## src/rtl/dma_remote_req_gen_fsm_pkg.sv

```systemverilog
// Shared types and constants for the remote-side DMA request generator.
package dma_remote_req_gen_fsm_pkg;

    localparam int unsigned dma_data_width_lp      = 32;
    localparam int unsigned dma_addr_width_lp      = 16;
    localparam int unsigned dma_x_cord_width_lp    = 6;
    localparam int unsigned dma_y_cord_width_lp    = 5;
    localparam int unsigned dma_mask_width_lp      = dma_data_width_lp >> 3;
    localparam int unsigned dma_num_bytes_width_lp = 12;
    localparam int unsigned dma_word_idx_width_lp  = 10;

    typedef enum logic [1:0] {
        IDLE = 2'd0,
        PUSH = 2'd1,
        PULL = 2'd2,
        DONE = 2'd3
    } dma_remote_state_e;

    typedef struct packed {
        logic                           w;
        logic [dma_x_cord_width_lp-1:0] x;
        logic [dma_y_cord_width_lp-1:0] y;
        logic [dma_addr_width_lp-1:0]   addr;
        logic [dma_data_width_lp-1:0]   data;
        logic [dma_mask_width_lp-1:0]   mask;
    } dma_remote_req_s;

    // Byte length to whole words; a trailing partial word is dropped.
    function automatic logic [dma_word_idx_width_lp-1:0] dma_bytes_to_words(
        input logic [dma_num_bytes_width_lp-1:0] num_bytes
    );
        return dma_word_idx_width_lp'(num_bytes >> 2);
    endfunction

endpackage

```

## src/rtl/dma_remote_req_gen_fsm_if.sv

```systemverilog
// Push-data input and remote request output channel of the remote DMA request generator.
interface dma_remote_req_gen_fsm_if
    import dma_remote_req_gen_fsm_pkg::*;
#(
    parameter int unsigned data_width_p   = dma_data_width_lp,
    parameter int unsigned addr_width_p   = dma_addr_width_lp,
    parameter int unsigned x_cord_width_p = dma_x_cord_width_lp,
    parameter int unsigned y_cord_width_p = dma_y_cord_width_lp
);

    logic                        in_data_v_i;
    logic [data_width_p-1:0]     in_data_i;
    logic                        in_data_yumi_o;

    logic                        out_v_o;
    logic                        out_w_o;
    logic [x_cord_width_p-1:0]   out_x_o;
    logic [y_cord_width_p-1:0]   out_y_o;
    logic [addr_width_p-1:0]     out_addr_o;
    logic [data_width_p-1:0]     out_data_o;
    logic [(data_width_p>>3)-1:0] out_mask_o;
    logic                        out_yumi_i;

    modport master (
        input  in_data_v_i, in_data_i, out_yumi_i,
        output in_data_yumi_o, out_v_o, out_w_o, out_x_o, out_y_o,
               out_addr_o, out_data_o, out_mask_o
    );

    modport slave (
        output in_data_v_i, in_data_i, out_yumi_i,
        input  in_data_yumi_o, out_v_o, out_w_o, out_x_o, out_y_o,
               out_addr_o, out_data_o, out_mask_o
    );

endinterface

```

## src/rtl/dma_remote_req_gen_fsm.sv

```systemverilog
// Remote-side DMA request generator: one remote store per pushed word, or one remote load
// per pulled word, with completion reported once the last request has been consumed.
module dma_remote_req_gen_fsm
    import dma_remote_req_gen_fsm_pkg::*;
#(
    parameter int unsigned data_width_p   = dma_data_width_lp,
    parameter int unsigned addr_width_p   = dma_addr_width_lp,
    parameter int unsigned x_cord_width_p = dma_x_cord_width_lp,
    parameter int unsigned y_cord_width_p = dma_y_cord_width_lp
)
(
    input  logic                              clk_i,
    input  logic                              reset_i,
    input  logic                              start_remote_req_i,
    input  logic                              push_not_pull_i,
    input  logic [x_cord_width_p-1:0]         remote_x_i,
    input  logic [y_cord_width_p-1:0]         remote_y_i,
    input  logic [addr_width_p-1:0]           remote_epa_base_i,
    input  logic [dma_num_bytes_width_lp-1:0] num_bytes_i,
    output logic                              all_remote_req_sent_o,
    dma_remote_req_gen_fsm_if.master          bus
);

    localparam int unsigned mask_width_lp = data_width_p >> 3;

    dma_remote_state_e                  state_q, state_d;
    logic [dma_word_idx_width_lp-1:0]   idx_q, idx_d;
    logic [dma_word_idx_width_lp-1:0]   total_q, total_d;
    logic [x_cord_width_p-1:0]          x_q, x_d;
    logic [y_cord_width_p-1:0]          y_q, y_d;
    logic [addr_width_p-1:0]            base_q, base_d;
    dma_remote_req_s                    req_q, req_d;
    logic                               out_v_q, out_v_d;
    logic                               all_sent_q;

    logic                               slot_free_c;
    logic                               more_words_c;
    logic                               in_data_yumi_c;
    logic [dma_word_idx_width_lp-1:0]   start_words_c;
    logic [addr_width_p-1:0]            next_addr_c;

    assign slot_free_c   = ~out_v_q | bus.out_yumi_i;
    assign more_words_c  = (idx_q < total_q);
    assign start_words_c = dma_bytes_to_words(num_bytes_i);
    assign next_addr_c   = addr_width_p'(base_q + addr_width_p'(idx_q));

    // Next-state, counter and output-register load decisions.
    always_comb begin
        state_d        = state_q;
        idx_d          = idx_q;
        total_d        = total_q;
        x_d            = x_q;
        y_d            = y_q;
        base_d         = base_q;
        req_d          = req_q;
        out_v_d        = out_v_q & ~bus.out_yumi_i;
        in_data_yumi_c = 1'b0;

        case (state_q)
            IDLE: begin
                if (start_remote_req_i) begin
                    x_d     = remote_x_i;
                    y_d     = remote_y_i;
                    base_d  = remote_epa_base_i;
                    total_d = start_words_c;
                    idx_d   = '0;
                    if (start_words_c == '0) begin
                        state_d = DONE;
                    end else if (push_not_pull_i) begin
                        state_d = PUSH;
                    end else begin
                        state_d = PULL;
                    end
                end
            end

            PUSH: begin
                if (slot_free_c && bus.in_data_v_i && more_words_c) begin
                    in_data_yumi_c = 1'b1;
                    out_v_d        = 1'b1;
                    req_d.w        = 1'b1;
                    req_d.x        = x_q;
                    req_d.y        = y_q;
                    req_d.addr     = next_addr_c;
                    req_d.data     = data_width_p'(bus.in_data_i);
                    req_d.mask     = {mask_width_lp{1'b1}};
                    idx_d          = idx_q + dma_word_idx_width_lp'(1);
                end else if (slot_free_c && !more_words_c) begin
                    state_d = DONE;
                end
            end

            PULL: begin
                if (slot_free_c && more_words_c) begin
                    out_v_d    = 1'b1;
                    req_d.w    = 1'b0;
                    req_d.x    = x_q;
                    req_d.y    = y_q;
                    req_d.addr = next_addr_c;
                    req_d.data = '0;
                    req_d.mask = {mask_width_lp{1'b1}};
                    idx_d      = idx_q + dma_word_idx_width_lp'(1);
                end else if (slot_free_c && !more_words_c) begin
                    state_d = DONE;
                end
            end

            DONE: begin
                // Stay here while start is still held so one start level yields one transfer.
                if (!start_remote_req_i) begin
                    state_d = IDLE;
                end
            end

            default: begin
                state_d = IDLE;
            end
        endcase
    end

    // State, counter, latched transfer parameters and output request register.
    always_ff @(posedge clk_i) begin
        if (reset_i) begin
            state_q    <= IDLE;
            idx_q      <= '0;
            total_q    <= '0;
            x_q        <= '0;
            y_q        <= '0;
            base_q     <= '0;
            req_q      <= '0;
            out_v_q    <= 1'b0;
            all_sent_q <= 1'b0;
        end else begin
            state_q    <= state_d;
            idx_q      <= idx_d;
            total_q    <= total_d;
            x_q        <= x_d;
            y_q        <= y_d;
            base_q     <= base_d;
            req_q      <= req_d;
            out_v_q    <= out_v_d;
            all_sent_q <= (state_d == DONE);
        end
    end

    assign all_remote_req_sent_o = all_sent_q;
    assign bus.in_data_yumi_o    = in_data_yumi_c;
    assign bus.out_v_o           = out_v_q;
    assign bus.out_w_o           = req_q.w;
    assign bus.out_x_o           = req_q.x;
    assign bus.out_y_o           = req_q.y;
    assign bus.out_addr_o        = req_q.addr;
    assign bus.out_data_o        = req_q.data;
    assign bus.out_mask_o        = req_q.mask;

endmodule

```

## src/flat_wrapper.sv

```systemverilog
// flat-port wrapper written by rule: the top's interface ports become plain ports
module dma_remote_req_gen_fsm_flat import dma_remote_req_gen_fsm_pkg::*;
#(
    parameter int unsigned data_width_p   = dma_data_width_lp,
    parameter int unsigned addr_width_p   = dma_addr_width_lp,
    parameter int unsigned x_cord_width_p = dma_x_cord_width_lp,
    parameter int unsigned y_cord_width_p = dma_y_cord_width_lp
)
  (clk_i, reset_i, start_remote_req_i, push_not_pull_i, remote_x_i, remote_y_i, remote_epa_base_i, num_bytes_i, all_remote_req_sent_o, bus_in_data_v_i, bus_in_data_i, bus_out_yumi_i, bus_in_data_yumi_o, bus_out_v_o, bus_out_w_o, bus_out_x_o, bus_out_y_o, bus_out_addr_o, bus_out_data_o, bus_out_mask_o);
  dma_remote_req_gen_fsm_if #(.data_width_p(data_width_p), .addr_width_p(addr_width_p), .x_cord_width_p(x_cord_width_p), .y_cord_width_p(y_cord_width_p)) bus_i ();
  input  logic clk_i;
  input  logic reset_i;
  input  logic start_remote_req_i;
  input  logic push_not_pull_i;
  input  logic [x_cord_width_p-1:0] remote_x_i;
  input  logic [y_cord_width_p-1:0] remote_y_i;
  input  logic [addr_width_p-1:0] remote_epa_base_i;
  input  logic [dma_num_bytes_width_lp-1:0] num_bytes_i;
  output logic all_remote_req_sent_o;
  input wire logic [$bits(bus_i.in_data_v_i)-1:0] bus_in_data_v_i;
  input wire logic [$bits(bus_i.in_data_i)-1:0] bus_in_data_i;
  input wire logic [$bits(bus_i.out_yumi_i)-1:0] bus_out_yumi_i;
  output wire logic [$bits(bus_i.in_data_yumi_o)-1:0] bus_in_data_yumi_o;
  output wire logic [$bits(bus_i.out_v_o)-1:0] bus_out_v_o;
  output wire logic [$bits(bus_i.out_w_o)-1:0] bus_out_w_o;
  output wire logic [$bits(bus_i.out_x_o)-1:0] bus_out_x_o;
  output wire logic [$bits(bus_i.out_y_o)-1:0] bus_out_y_o;
  output wire logic [$bits(bus_i.out_addr_o)-1:0] bus_out_addr_o;
  output wire logic [$bits(bus_i.out_data_o)-1:0] bus_out_data_o;
  output wire logic [$bits(bus_i.out_mask_o)-1:0] bus_out_mask_o;
  assign bus_i.in_data_v_i = bus_in_data_v_i;
  assign bus_i.in_data_i = bus_in_data_i;
  assign bus_i.out_yumi_i = bus_out_yumi_i;
  assign bus_in_data_yumi_o = bus_i.in_data_yumi_o;
  assign bus_out_v_o = bus_i.out_v_o;
  assign bus_out_w_o = bus_i.out_w_o;
  assign bus_out_x_o = bus_i.out_x_o;
  assign bus_out_y_o = bus_i.out_y_o;
  assign bus_out_addr_o = bus_i.out_addr_o;
  assign bus_out_data_o = bus_i.out_data_o;
  assign bus_out_mask_o = bus_i.out_mask_o;
  dma_remote_req_gen_fsm #(.data_width_p(data_width_p), .addr_width_p(addr_width_p), .x_cord_width_p(x_cord_width_p), .y_cord_width_p(y_cord_width_p)) u_core (.clk_i(clk_i), .reset_i(reset_i), .start_remote_req_i(start_remote_req_i), .push_not_pull_i(push_not_pull_i), .remote_x_i(remote_x_i), .remote_y_i(remote_y_i), .remote_epa_base_i(remote_epa_base_i), .num_bytes_i(num_bytes_i), .all_remote_req_sent_o(all_remote_req_sent_o), .bus(bus_i));
endmodule
```

## config.mk

```make
export PLATFORM = sky130hd
export DESIGN_NAME = dma_remote_req_gen_fsm_flat
export DESIGN_NICKNAME = d
export VERILOG_FILES = /design/src/rtl/dma_remote_req_gen_fsm_pkg.sv /design/src/rtl/dma_remote_req_gen_fsm_if.sv /design/src/rtl/dma_remote_req_gen_fsm.sv /design/src/flat_wrapper.sv
export SDC_FILE = /design/constraint.sdc
export NUM_CORES = 1
export LEC_CHECK = 0
export ABC_AREA = 1
export CAP_MARGIN = 15
export CORE_ASPECT_RATIO = 0.7
export CORE_MARGIN = 3
export CORE_UTILIZATION = 35
export CTS_BUF_LIST = sky130_fd_sc_hd__clkbuf_8
export CTS_CLUSTER_DIAMETER = 60
export DETAILED_ROUTE_END_ITERATION = 6
export SETUP_SLACK_MARGIN = 0.2
export SLEW_MARGIN = 20
export SYNTH_ARGS = -nofsm -noshare
export SYNTH_HDL_FRONTEND = slang
export SYNTH_SLANG_ARGS = --single-unit
export TNS_END_PERCENT = 50
```

## constraint.sdc

```tcl
create_clock -name clk_i -period 2.2 [get_ports clk_i]
set_clock_uncertainty 0.05 [all_clocks]
set_input_delay 0.44 -clock clk_i [delete_from_list [all_inputs] [get_ports clk_i]]
set_output_delay 0.44 -clock clk_i [all_outputs]
set_load 0.05 [all_outputs]
```

Yosys cells after proc, flatten, opt, wreduce, memory -nomap -nowiden

Index checks and enable logic that the tools add are counted.

Add/subtract/negate cells: 2
Magnitude comparators: 1
Eq/ne operators: 7
Multiplexer cells: 20
Bitwise logic cells: 4
Reduce and logical (&&, ||, !) cells: 12

Operator list:

| kind                  | number |
|---|---|
| $mux 64               | 2 |
| $pmux 64 s2           | 1 |
| $mux 10               | 3 |
| $pmux 10 s3           | 1 |
| $add 16x10->16        | 1 |
| $mux 2                | 7 |
| $add 10x1->10 const B | 1 |
| $logic_not 10->1      | 1 |
| $lt 10x10->1          | 1 |
| $pmux 2 s4            | 1 |
| $eq 2x2->1 const B    | 3 |
| $logic_and 1x1->1     | 4 |
| $mux 1                | 4 |
| $ne 2x1->1 const B    | 2 |
| $reduce_and 4->1      | 1 |
| $reduce_and 3->1      | 1 |
| $reduce_bool 3->1     | 1 |
| $eq 2x1->1 const B    | 1 |
| $logic_not 2->1       | 1 |
| $ne 2x2->1 const B    | 1 |
| $not 1->1             | 2 |
| $pmux 1 s2            | 1 |
| $reduce_and 2->1      | 1 |
| $reduce_bool 2->1     | 1 |
| 3 further kinds       | 3 |

Flip-flop bits (word level): 115
Input bits: 77
Output and inout bits: 67
Word-level logic and storage cells: 60

Depth between registers and ports, before layout

Gate-level depths: netlist (run 1).

Word-level depth: 7
Gate-level depth with buffers: 14
Mapped depth without buffers: 13

Least setup slack after synthesis (run 1)

No wires, ideal clock.

Path kind: register to output
Start: reg u_core.idx_q[5]
End: out bus_in_data_yumi_o
Arrival time: 1752 ps
Required time: 1710 ps
Slack: -42 ps
Stages on the path, launching flop included: 9
Path buffers: 0
Cells stage by stage: dfxtp_1 > ha_1 > nand2_1 > inv_1 > nand2_1 > nand2_1 > nand2_1 > nand4_1 > nor2_1

Cells in the longest elaborated chain, start to end: 4

RTL lines:

| element                | RTL line                      | source |
|---|---|---|
| from (decl)            | dma_remote_req_gen_fsm.sv:27  | `logic [dma_word_idx_width_lp-1:0] idx_q, idx_d;` |
| from (signal assigned) | dma_remote_req_gen_fsm.sv:135 | `idx_q <= idx_d;` |
| $lt 10x10->1           | dma_remote_req_gen_fsm.sv:43  | `assign more_words_c = (idx_q < total_q);` |
| $logic_and 1x1->1      | dma_remote_req_gen_fsm.sv:78  | `if (slot_free_c && bus.in_data_v_i && more_words_c) begin` |
| $mux 1                 | dma_remote_req_gen_fsm.sv:78  |  |
| $mux 1                 | dma_remote_req_gen_fsm.sv:59  | `case (state_q)` |
| to (decl)              | flat_wrapper.sv:23            | `output wire logic [$bits(bus_i.in_data_yumi_o)-1:0] bus_in_data_yumi_o;` |

Every way passes these cells.

Worst setup path after layout (run 1)

Start: reg u_core.idx_q[9]
End: out bus_in_data_yumi_o

The elaborated chain is that of the path after synthesis.

==> results.json, run 1 <==
{
  "outcome": "finished with violations",
  "violations": "setup timing",
  "dieArea_um2": 17700,
  "finalCritPeriodShare": 1.04,
  "final-seq-area_um2": 2270,
  "cts-root-buf": "clkbuf_8",
  "num_rows": 38,
  "worstPathArrival_ns": 1.79,
  "vias": 5707,
  "overflow": 0,
  "tns_ns": -0.0817,
  "ioPinCount": 144,
  "grt_max_degree": 63,
  "ys_warn_count": 0,
  "postRouteAntennaNets": 0,
  "grt_pass1_wl_mm": 27.3,
  "p_per_area_nw_per_um2": 915,
  "synth_nets": 919,
  "p_leak_nw": 3.59,
  "layout_common_cells": "145 x nand2_1, 128 x nor2_1, 100 x dfxtp_1",
  "setup_viol_count_final": 1,
  "clk_pin_slew_worst_paths_ns": 0.11,
  "ctsHoldBuffers": 0,
  "cts.path.max_buffers": 2,
  "drive_above_1_share": 0.122,
  "worst_slew_pin_slew_ns": 0.558,
  "power_mw": 7.28,
  "grt_usage": 0.190,
  "multi_input_area_um2": 3030,
  "cts.sinks": 112,
  "dr.pass1.iters": 4,
  "areaGrowthSynthToFinish_pct": 40.9,
  "peakVddDrop_v": 0.000408,
  "path_class": "flop to output port",
  "critPathRequiredTime_ns": 1.71,
  "hold_viol_final": 0,
  "min_path_type": "flop to flop",
  "maxCapViolations": 0,
  "first_iter_violations": 349,
  "initial_core_util": 0.361,
  "setup_ws_ns": -0.0817,
  "wl_per_cell_um": 14.4,
  "antenna_found_initial": 0,
  "die_h_um": 112,
  "coreArea_um2": 15600,
  "ys_seq_elements": 112,
  "syn_inst": 817,
  "hold_slack_ns": 0.412,
  "cts_buffers": 9,
  "slew_violations": 0,
  "synth.avg_cell_area_um2": 6.91,
  "netlist_area_um2": 5650,
  "cts_tree": "yes",
  "place_congestion": 0.833,
  "insertion_delay_ns": 0.39,
  "crit_fanout": 2,
  "yosysUniqueCellTypes": 28,
  "nets": 1062,
  "hpwlAfterDp_mm": 11.2,
  "filler_cell_count": 1559,
  "crit_path_end_kind": "output port",
  "max_freq_ghz": 0.438,
  "route.detailed.drc": 0,
  "max_slew_margin": 0.629,
  "die_w_um": 158,
  "fin_crit_ns": 2.28,
  "preCtsSetupSlack_ns": 0.0131,
  "critPathLaunchType": "flop",
  "io_buffers": 141,
  "h-tree-depth": 3,
  "yosysSeqAreaShare": 0.397,
  "postLayoutCellArea_um2": 7950,
  "place_area_um2": 7430,
  "grt_pass1_vias": 5187,
  "final_common_cell": "nand2_1",
  "drt_wl_total_mm": 16.8,
  "rsz0062_at_grt": "yes",
  "viasPerCell": 4.89
}
path summary, 6_finish.rpt:
check / startpoint / endpoint / slack [ns] / cells past startpoint
hold reg to reg: u_core.bus.out_data_o[5] / u_core.bus.out_data_o[5] / 0.41 / 2
setup / recovery: u_core.idx_q[9] / bus_in_data_yumi_o / -0.08 / 7
setup reg to reg: u_core.idx_q[9] / u_core.bus.out_addr_o[14] / 0.09 / 11
hold / removal: u_core.bus.out_data_o[5] / u_core.bus.out_data_o[5] / 0.41 / 2
where the power goes:
group | switching (mW) | internal [mW]
sequential | 0.184 | 2.38
combinational | 2.24 | 1.26
clock | 0.785 | 0.435
total | 3.21 | 4.07
flip-flops by register name, summed over array words and instances, names as in the netlist:
name                          flops
u_core.bus.out_w_o                1
u_core.x_q                        6
u_core.bus.out_data_o            32
u_core.bus.out_v_o                1
u_core.bus.out_addr_o            16
u_core.bus.out_y_o                5
u_core.y_q                        5
u_core.bus.out_x_o                6
u_core.total_q                   10
u_core.base_q                    16
u_core.bus.out_mask_o             1
u_core.state_q                    2
u_core.all_remote_req_sent_o      1
u_core.idx_q                     10
synth_stat cells (all sizes together):
library cell  instances  share of area
nand2               150           0.10
nor2                132          0.088
dfxtp               112           0.40
a21oi                94          0.083
inv                  91          0.061
nand4                64          0.071
o21ai                47          0.042
clkbuf               34          0.023
ha                   24          0.053
buf                  19          0.018
nand3                18          0.019
xor2                  6         0.0093
or2                   5         0.0055
nor3                  4         0.0035
o21bai                4         0.0073
xnor2                 4         0.0062
nand3b                3         0.0040
a21o                  2         0.0027
a31oi                 1         0.0011
fa                    1         0.0035
nor3b                 1         0.0013
o211a                 1         0.0018
worst max-delay path: stages, from the launching register on:
cell	delay (ns)
dfxtp_2	0.36
ha_4	0.24
a21o_1	0.16
nor2_2	0.13
nand4_1	0.12
buf_4	0.16
nor2_4	0.10
buf_12	0.14
per-stage QoR:
stage / util / instances
after floorplan: - / 817
after global placement: 0.475 / 1138
after detailed placement: 0.475 / 1138
after CTS: 0.504 / 1164
after global routing: 0.508 / 1165
final: 0.508 / 1166
layer usage:
layer  vias up  routed length (um)  track usage
li1       2960                   -            -
met4         0                  88       0.0335
met3         6                1030       0.0358
met5         -                   0            0
met2       164                7050        0.268
met1      2577                8650        0.300
layout make-up:
| class | instances | share of cell area |
|---|---|---|
| clock inverters | 7 | 0.00724 |
| clock buffers | 9 | 0.0156 |
| flip-flops and latches | 112 | 0.285 |
| well taps | 200 | 0.0315 |
| repair buffers | 185 | 0.236 |
| diodes | 1 | 0.000315 |
| inverters | 91 | 0.0430 |
| multi-input cells | 561 | 0.382 |
logic make-up after synthesis:
family / synth area share
and+or+nand+nor: 0.292
xor gates and xnor gates: 0.0155
buffers and inverters: 0.101
adders and majority gates: 0.0567
DFF: 0.397
AOI/OAI and AO/OA: 0.138
timing repair:
item,4_1_cts,5_1_grt
buffers inserted,7,1
resized for setup,108,19
endpoints found under the setup margin,128,72
cloned,3,0
pin swaps,13,7
Power figures use the tool's default switching activity.
==> run 2, diff against run 1 <==
Settings changed: ABC_AREA 1 to unset, DONT_BUFFER_PORTS set to 1.
==> results.json, run 2 <==
{
  "outcome": "finished with violations",
  "violations": "setup timing",
  "yosysTopAreaCell": "dfxtp_1",
  "setup_ws_ns": -0.512,
  "worstPathArrival_ns": 2.22,
  "fin_crit_ns": 2.71,
  "yosysUniqueCellTypes": 53,
  "min_path_type": "primary input to flop",
  "place_area_um2": 5770,
  "synth_top_area_share": 0.418,
  "yosysSeqAreaShare": 0.418,
  "dieArea_um2": 16900,
  "syn_inst": 665,
  "grt_usage": 0.184,
  "postRouteAntennaNets": 0,
  "wl_per_cell_um": 18.6,
  "viasPerCell": 5.67,
  "synth-main-ff-cell": "dfxtp_1",
  "slew_violations": 0,
  "drt_wl_total_mm": 16.3,
  "synth_nets": 767,
  "peakVddDrop_v": 0.000573,
  "initial_core_util": 0.361,
  "cts.path.max_buffers": 2,
  "die_h_um": 110,
  "rsz0062_at_grt": "yes",
  "h-tree-depth": 3,
  "power_mw": 8.87,
  "max_slew_margin": 0.582,
  "areaGrowthSynthToFinish_pct": 22.8,
  "grt_max_degree": 110,
  "cts_buffers": 9,
  "io_buffers": 0,
  "diodes": 0,
  "setup_viol_count_final": 72,
  "critPathRequiredTime_ns": 1.71,
  "antenna_found_initial": 0,
  "ctsHoldBuffers": 0,
  "grt_pass1_vias": 4579,
  "place_congestion": 0.828,
  "maxUsedRoutingLayer": "met4",
  "largest_reg_flops": 32,
  "r2r_slack_ns": -0.47,
  "crit_fanout": 3,
  "vias": 4958,
  "preCtsSetupSlack_ns": -0.218,
  "p_per_area_nw_per_um2": 1350,
  "crit_slowest_cell": "dfxtp_2",
  "dr.pass1.iters": 5,
  "finalCritPeriodShare": 1.23,
  "path_class": "flop to output port",
  "clk_pin_slew_worst_paths_ns": 0.11,
  "cts.sinks": 112,
  "num_rows": 37,
  "postLayoutCellArea_um2": 6580,
  "hold_viol_final": 0,
  "path_cells": "inv_2 > ha_4 > a21o_1 > a2111oi_4 > o311ai_2 > buf_4 > nand2_2 > and4_4",
  "coreArea_um2": 14900,
  "cts_tree": "yes",
  "insertion_delay_ns": 0.39,
  "m1WireLength_mm": 7.64,
  "layout_common_cells": "105 x dfxtp_1, 98 x a21oi_1, 86 x nand2_1",
  "synth_common_cells": "118 x a21oi_1, 112 x dfxtp_1, 87 x nand2_1",
  "wl_met2_mm": 6.93,
  "worst_slew_pin_slew_ns": 0.626,
  "ys_warn_count": 0,
  "hpwlAfterDp_mm": 10.4,
  "critPathLaunchType": "flop",
  "grt_pass1_wl_mm": 24.7,
  "wl_met3_mm": 1.56,
  "route.detailed.drc": 0,
  "overflow": 0,
  "synth-edff-count": 0,
  "synth.area.top_cells": "dfxtp_1 42%, a21oi_1 11%, o21ai_0 6.4%, nand2_1 6.1%, ha_1 5.6%",
  "yosysMostFrequentCell": "a21oi_1",
  "netlist_area_um2": 5360,
  "filler_cell_count": 1444,
  "synth_async_sr_flop_share": 0,
  "final_common_cell": "dfxtp_1",
  "nets": 776,
  "p_leak_nw": 2.32,
  "synth.avg_cell_area_um2": 8.06,
  "max_freq_ghz": 0.369,
  "ys_seq_elements": 112,
  "tns_ns": -28.39,
  "max_stage_delay_ns": 0.35,
  "maxCapViolations": 0,
  "drive_above_1_share": 0.199,
  "ioPinCount": 144,
  "crit_path_end_kind": "output port",
  "first_iter_violations": 367,
  "die_w_um": 154,
  "cts-root-buf": "clkbuf_8"
}
run 2: critical path, delay by kind of cell (launching register included):
kind,cells,cell delay (ns)
AO/OA/AOI/OAI,3,0.65
adder cells (fa/ha/maj),1,0.20
buffers and inverters,2,0.21
flip-flops,1,0.35
AND/OR/NAND/NOR,2,0.42
run 2: area by class of cell:
cell class,count,area (um^2),share of cell area
multi-input combinational,474,3090,0.470
sequential,112,2250,0.342
timing repair buffer,57,719,0.109
tap,195,244,0.0371
clock buffer,9,124,0.0188
inverter,20,75.1,0.0114
clock inverter,7,71.3,0.0108
run 2: power breakdown:
group	internal, mW	total [mW]	switching [mW]
clock	0.449	1.24	0.794
sequential	2.47	3.95	1.48
combinational	1.60	3.67	2.08
run 2: metal layers:
metal,vias to the layer above,global-route usage
met4,0,0.0422
met2,168,0.268
li1,2404,-
met3,20,0.0744
met5,-,0
met1,2366,0.255
run 2: repair_timing:
action | in CTS | in global routing
pin swaps | 40 | 37
resized for setup | 20 | 38
cloned | 9 | 0
buffers inserted | 4 | 4
endpoints found under the setup margin | 75 | 75
run 2: final timing paths:
| kind | start | to | depth (start not counted) |
|---|---|---|---|
| worst max-delay path | u_core.total_q[7] | bus_in_data_yumi_o | 8 |
| worst min-delay path | reset_i | u_core.state_q[0] | 1 |
| worst max register to register | u_core.total_q[7] | u_core.bus.out_addr_o[12] | 14 |
| worst min register to register | u_core.total_q[9] | u_core.total_q[9] | 2 |
run 2: logic make-up (layout without fill, tap and decap cells):
family | count (synthesis) | after routing | share of synthesized area
XOR/XNOR | 8 | 8 | 0.0131
multiplexers | 1 | 1 | 0.00210
adder cells (fa/ha/maj) | 25 | 25 | 0.0598
AO/OA/AOI/OAI | 229 | 229 | 0.239
buffers and inverters | 79 | 93 | 0.0603
flip-flops | 112 | 112 | 0.418
AND/OR/NAND/NOR | 211 | 211 | 0.207
run 2: stage by stage:
step	util	hold slack (ns)	std cells
3_3_place_gp	0.388	0.388	841
5_1_grt	0.443	0.0326	874
3_5_place_dp	0.388	0.396	841
2_1_floorplan	-	0.386	665
4_1_cts	0.427	0.0404	870
6_report	0.443	0.0695	874
==> run 3, diff against run 2 <==
Settings changed: ABC_AREA set to 1.
==> results.json, run 3 (synthesis gave the netlist of run 1 again) <==
{
  "p_per_area_nw_per_um2": 1060,
  "finalCritPeriodShare": 1.08,
  "place_area_um2": 6020,
  "power_mw": 7.38,
  "maxCapViolations": 0,
  "insertion_delay_ns": 0.39,
  "reg2reg_from": "u_core.idx_q[8]",
  "num_rows": 38,
  "reg2reg_to": "u_core.bus.out_addr_o[4]",
  "place_congestion": 0.832,
  "peakVddDrop_v": 0.000373,
  "largest_reg_flops": 32,
  "dieArea_um2": 17700,
  "max_slew_margin": 0.601,
  "place_inst": 999,
  "coreArea_um2": 15600,
  "cts.path.max_buffers": 2,
  "wl_per_cell_um": 16.3,
  "grt_max_degree": 64,
  "crit_fanout": 2,
  "initial_core_util": 0.361,
  "crit_path_end_kind": "output port",
  "cts_tree": "yes",
  "slew_violations": 0,
  "preCtsSetupSlack_ns": 0.100,
  "io_buffers": 0,
  "fin_crit_ns": 2.38,
  "setup_ws_ns": -0.177,
  "viasPerCell": 5.09,
  "p_leak_nw": 2.95,
  "min_path_type": "primary input to flop",
  "ioPinCount": 144,
  "outcome": "finished with violations",
  "dr.pass1.iters": 5,
  "setup_viol_count_final": 72,
  "violations": "setup timing",
  "grt_pass1_vias": 4549,
  "reg2reg_depth": 15,
  "final_common_cell": "nor2_1",
  "ctsHoldBuffers": 0,
  "r2r_slack_ns": -0.17,
  "crit_start": "u_core.idx_q[8]",
  "clk_pin_slew_worst_paths_ns": 0.12,
  "vias": 5278,
  "path_class": "flop to output port",
  "tns_ns": -9.51,
  "hold_viol_final": 0,
  "max_freq_ghz": 0.421,
  "drive_above_1_share": 0.214,
  "rsz0062_at_grt": "yes",
  "hpwlAfterDp_mm": 10.8,
  "nets": 933,
  "layout_common_cells": "126 x nor2_1, 119 x nand2_1, 100 x dfxtp_1",
  "die_h_um": 112,
  "drt_wl_total_mm": 16.9,
  "critPathRequiredTime_ns": 1.71,
  "areaGrowthSynthToFinish_pct": 23.8,
  "diodes": 0,
  "postRouteAntennaNets": 0,
  "first_iter_violations": 331,
  "worstPathArrival_ns": 1.89,
  "route.detailed.drc": 0,
  "die_w_um": 158,
  "critPathLaunchType": "flop",
  "worst_slew_pin_slew_ns": 0.597,
  "grt_usage": 0.176,
  "cts.sinks": 112,
  "cts-root-buf": "clkbuf_8",
  "h-tree-depth": 3,
  "crit_end": "bus_in_data_yumi_o",
  "overflow": 0,
  "cts_buffers": 9,
  "postLayoutCellArea_um2": 6990,
  "grt_pass1_wl_mm": 24.6,
  "antenna_found_initial": 0,
  "instances_no_fill": 1036
}
run 3: routing by layer:
| layer | global-route usage | share of wire |
|---|---|---|
| met1 | 0.265 | 0.51 |
| met2 | 0.241 | 0.41 |
| met3 | 0.0547 | 0.072 |
| met4 | 0.0434 | 0.0092 |
| met5 | 0 | 0 |
run 3: through the flow:
stage	util	hold slack (ns)
floorplan	-	0.385
finish	0.447	0.0311
CTS	0.412	0.00932
global placement	0.385	0.383
detailed placement	0.385	0.383
global route	0.447	-0.000923
run 3: worst min path at each step:
stage                     slack (ns)                   endpoint                startpoint  cells past startpoint
final                           0.03  u_core.bus.out_data_o[23]                   reset_i                      1
after global routing         -0.0009  u_core.bus.out_data_o[29]                   reset_i                      1
after CTS                      0.009  u_core.bus.out_data_o[24]                   reset_i                      1
after detailed placement        0.38   u_core.bus.out_mask_o[2]  u_core.bus.out_mask_o[2]                      2
after global placement          0.38   u_core.bus.out_mask_o[2]  u_core.bus.out_mask_o[2]                      2
after floorplan                 0.39          u_core.total_q[5]         u_core.total_q[5]                      2
run 3: what timing repair did:
action	in CTS	in global routing
setup buffers	8	4
gates cloned	1	8
setup endpoints to repair	67	72
gates resized for setup	31	94
pin swaps	13	23
run 3: area by class of cell:
type	count	area [um^2]
Clock buffer	9	124
Multi-Input combinational cell	561	3220
Sequential cell	112	2260
Clock inverter	7	77.6
Timing Repair Buffer	56	713
Inverter	91	342
Fill cell	1608	8650
Tap cell	200	250
run 3: critical path, stage by stage (launching register included):
cell	delay, ns
dfxtp_1	0.42
ha_4	0.22
nand2_2	0.09
a21oi_2	0.04
nor2_2	0.13
nand4_1	0.14
buf_4	0.17
nor2_4	0.12
buf_12	0.15
run 3: power by group:
group	internal [mW]	total (mW)	switching, mW	leakage [nW]
logic	1.13	2.66	1.53	1.92
registers	2.38	3.40	1.02	0.924
clock network	0.540	1.31	0.772	0.101
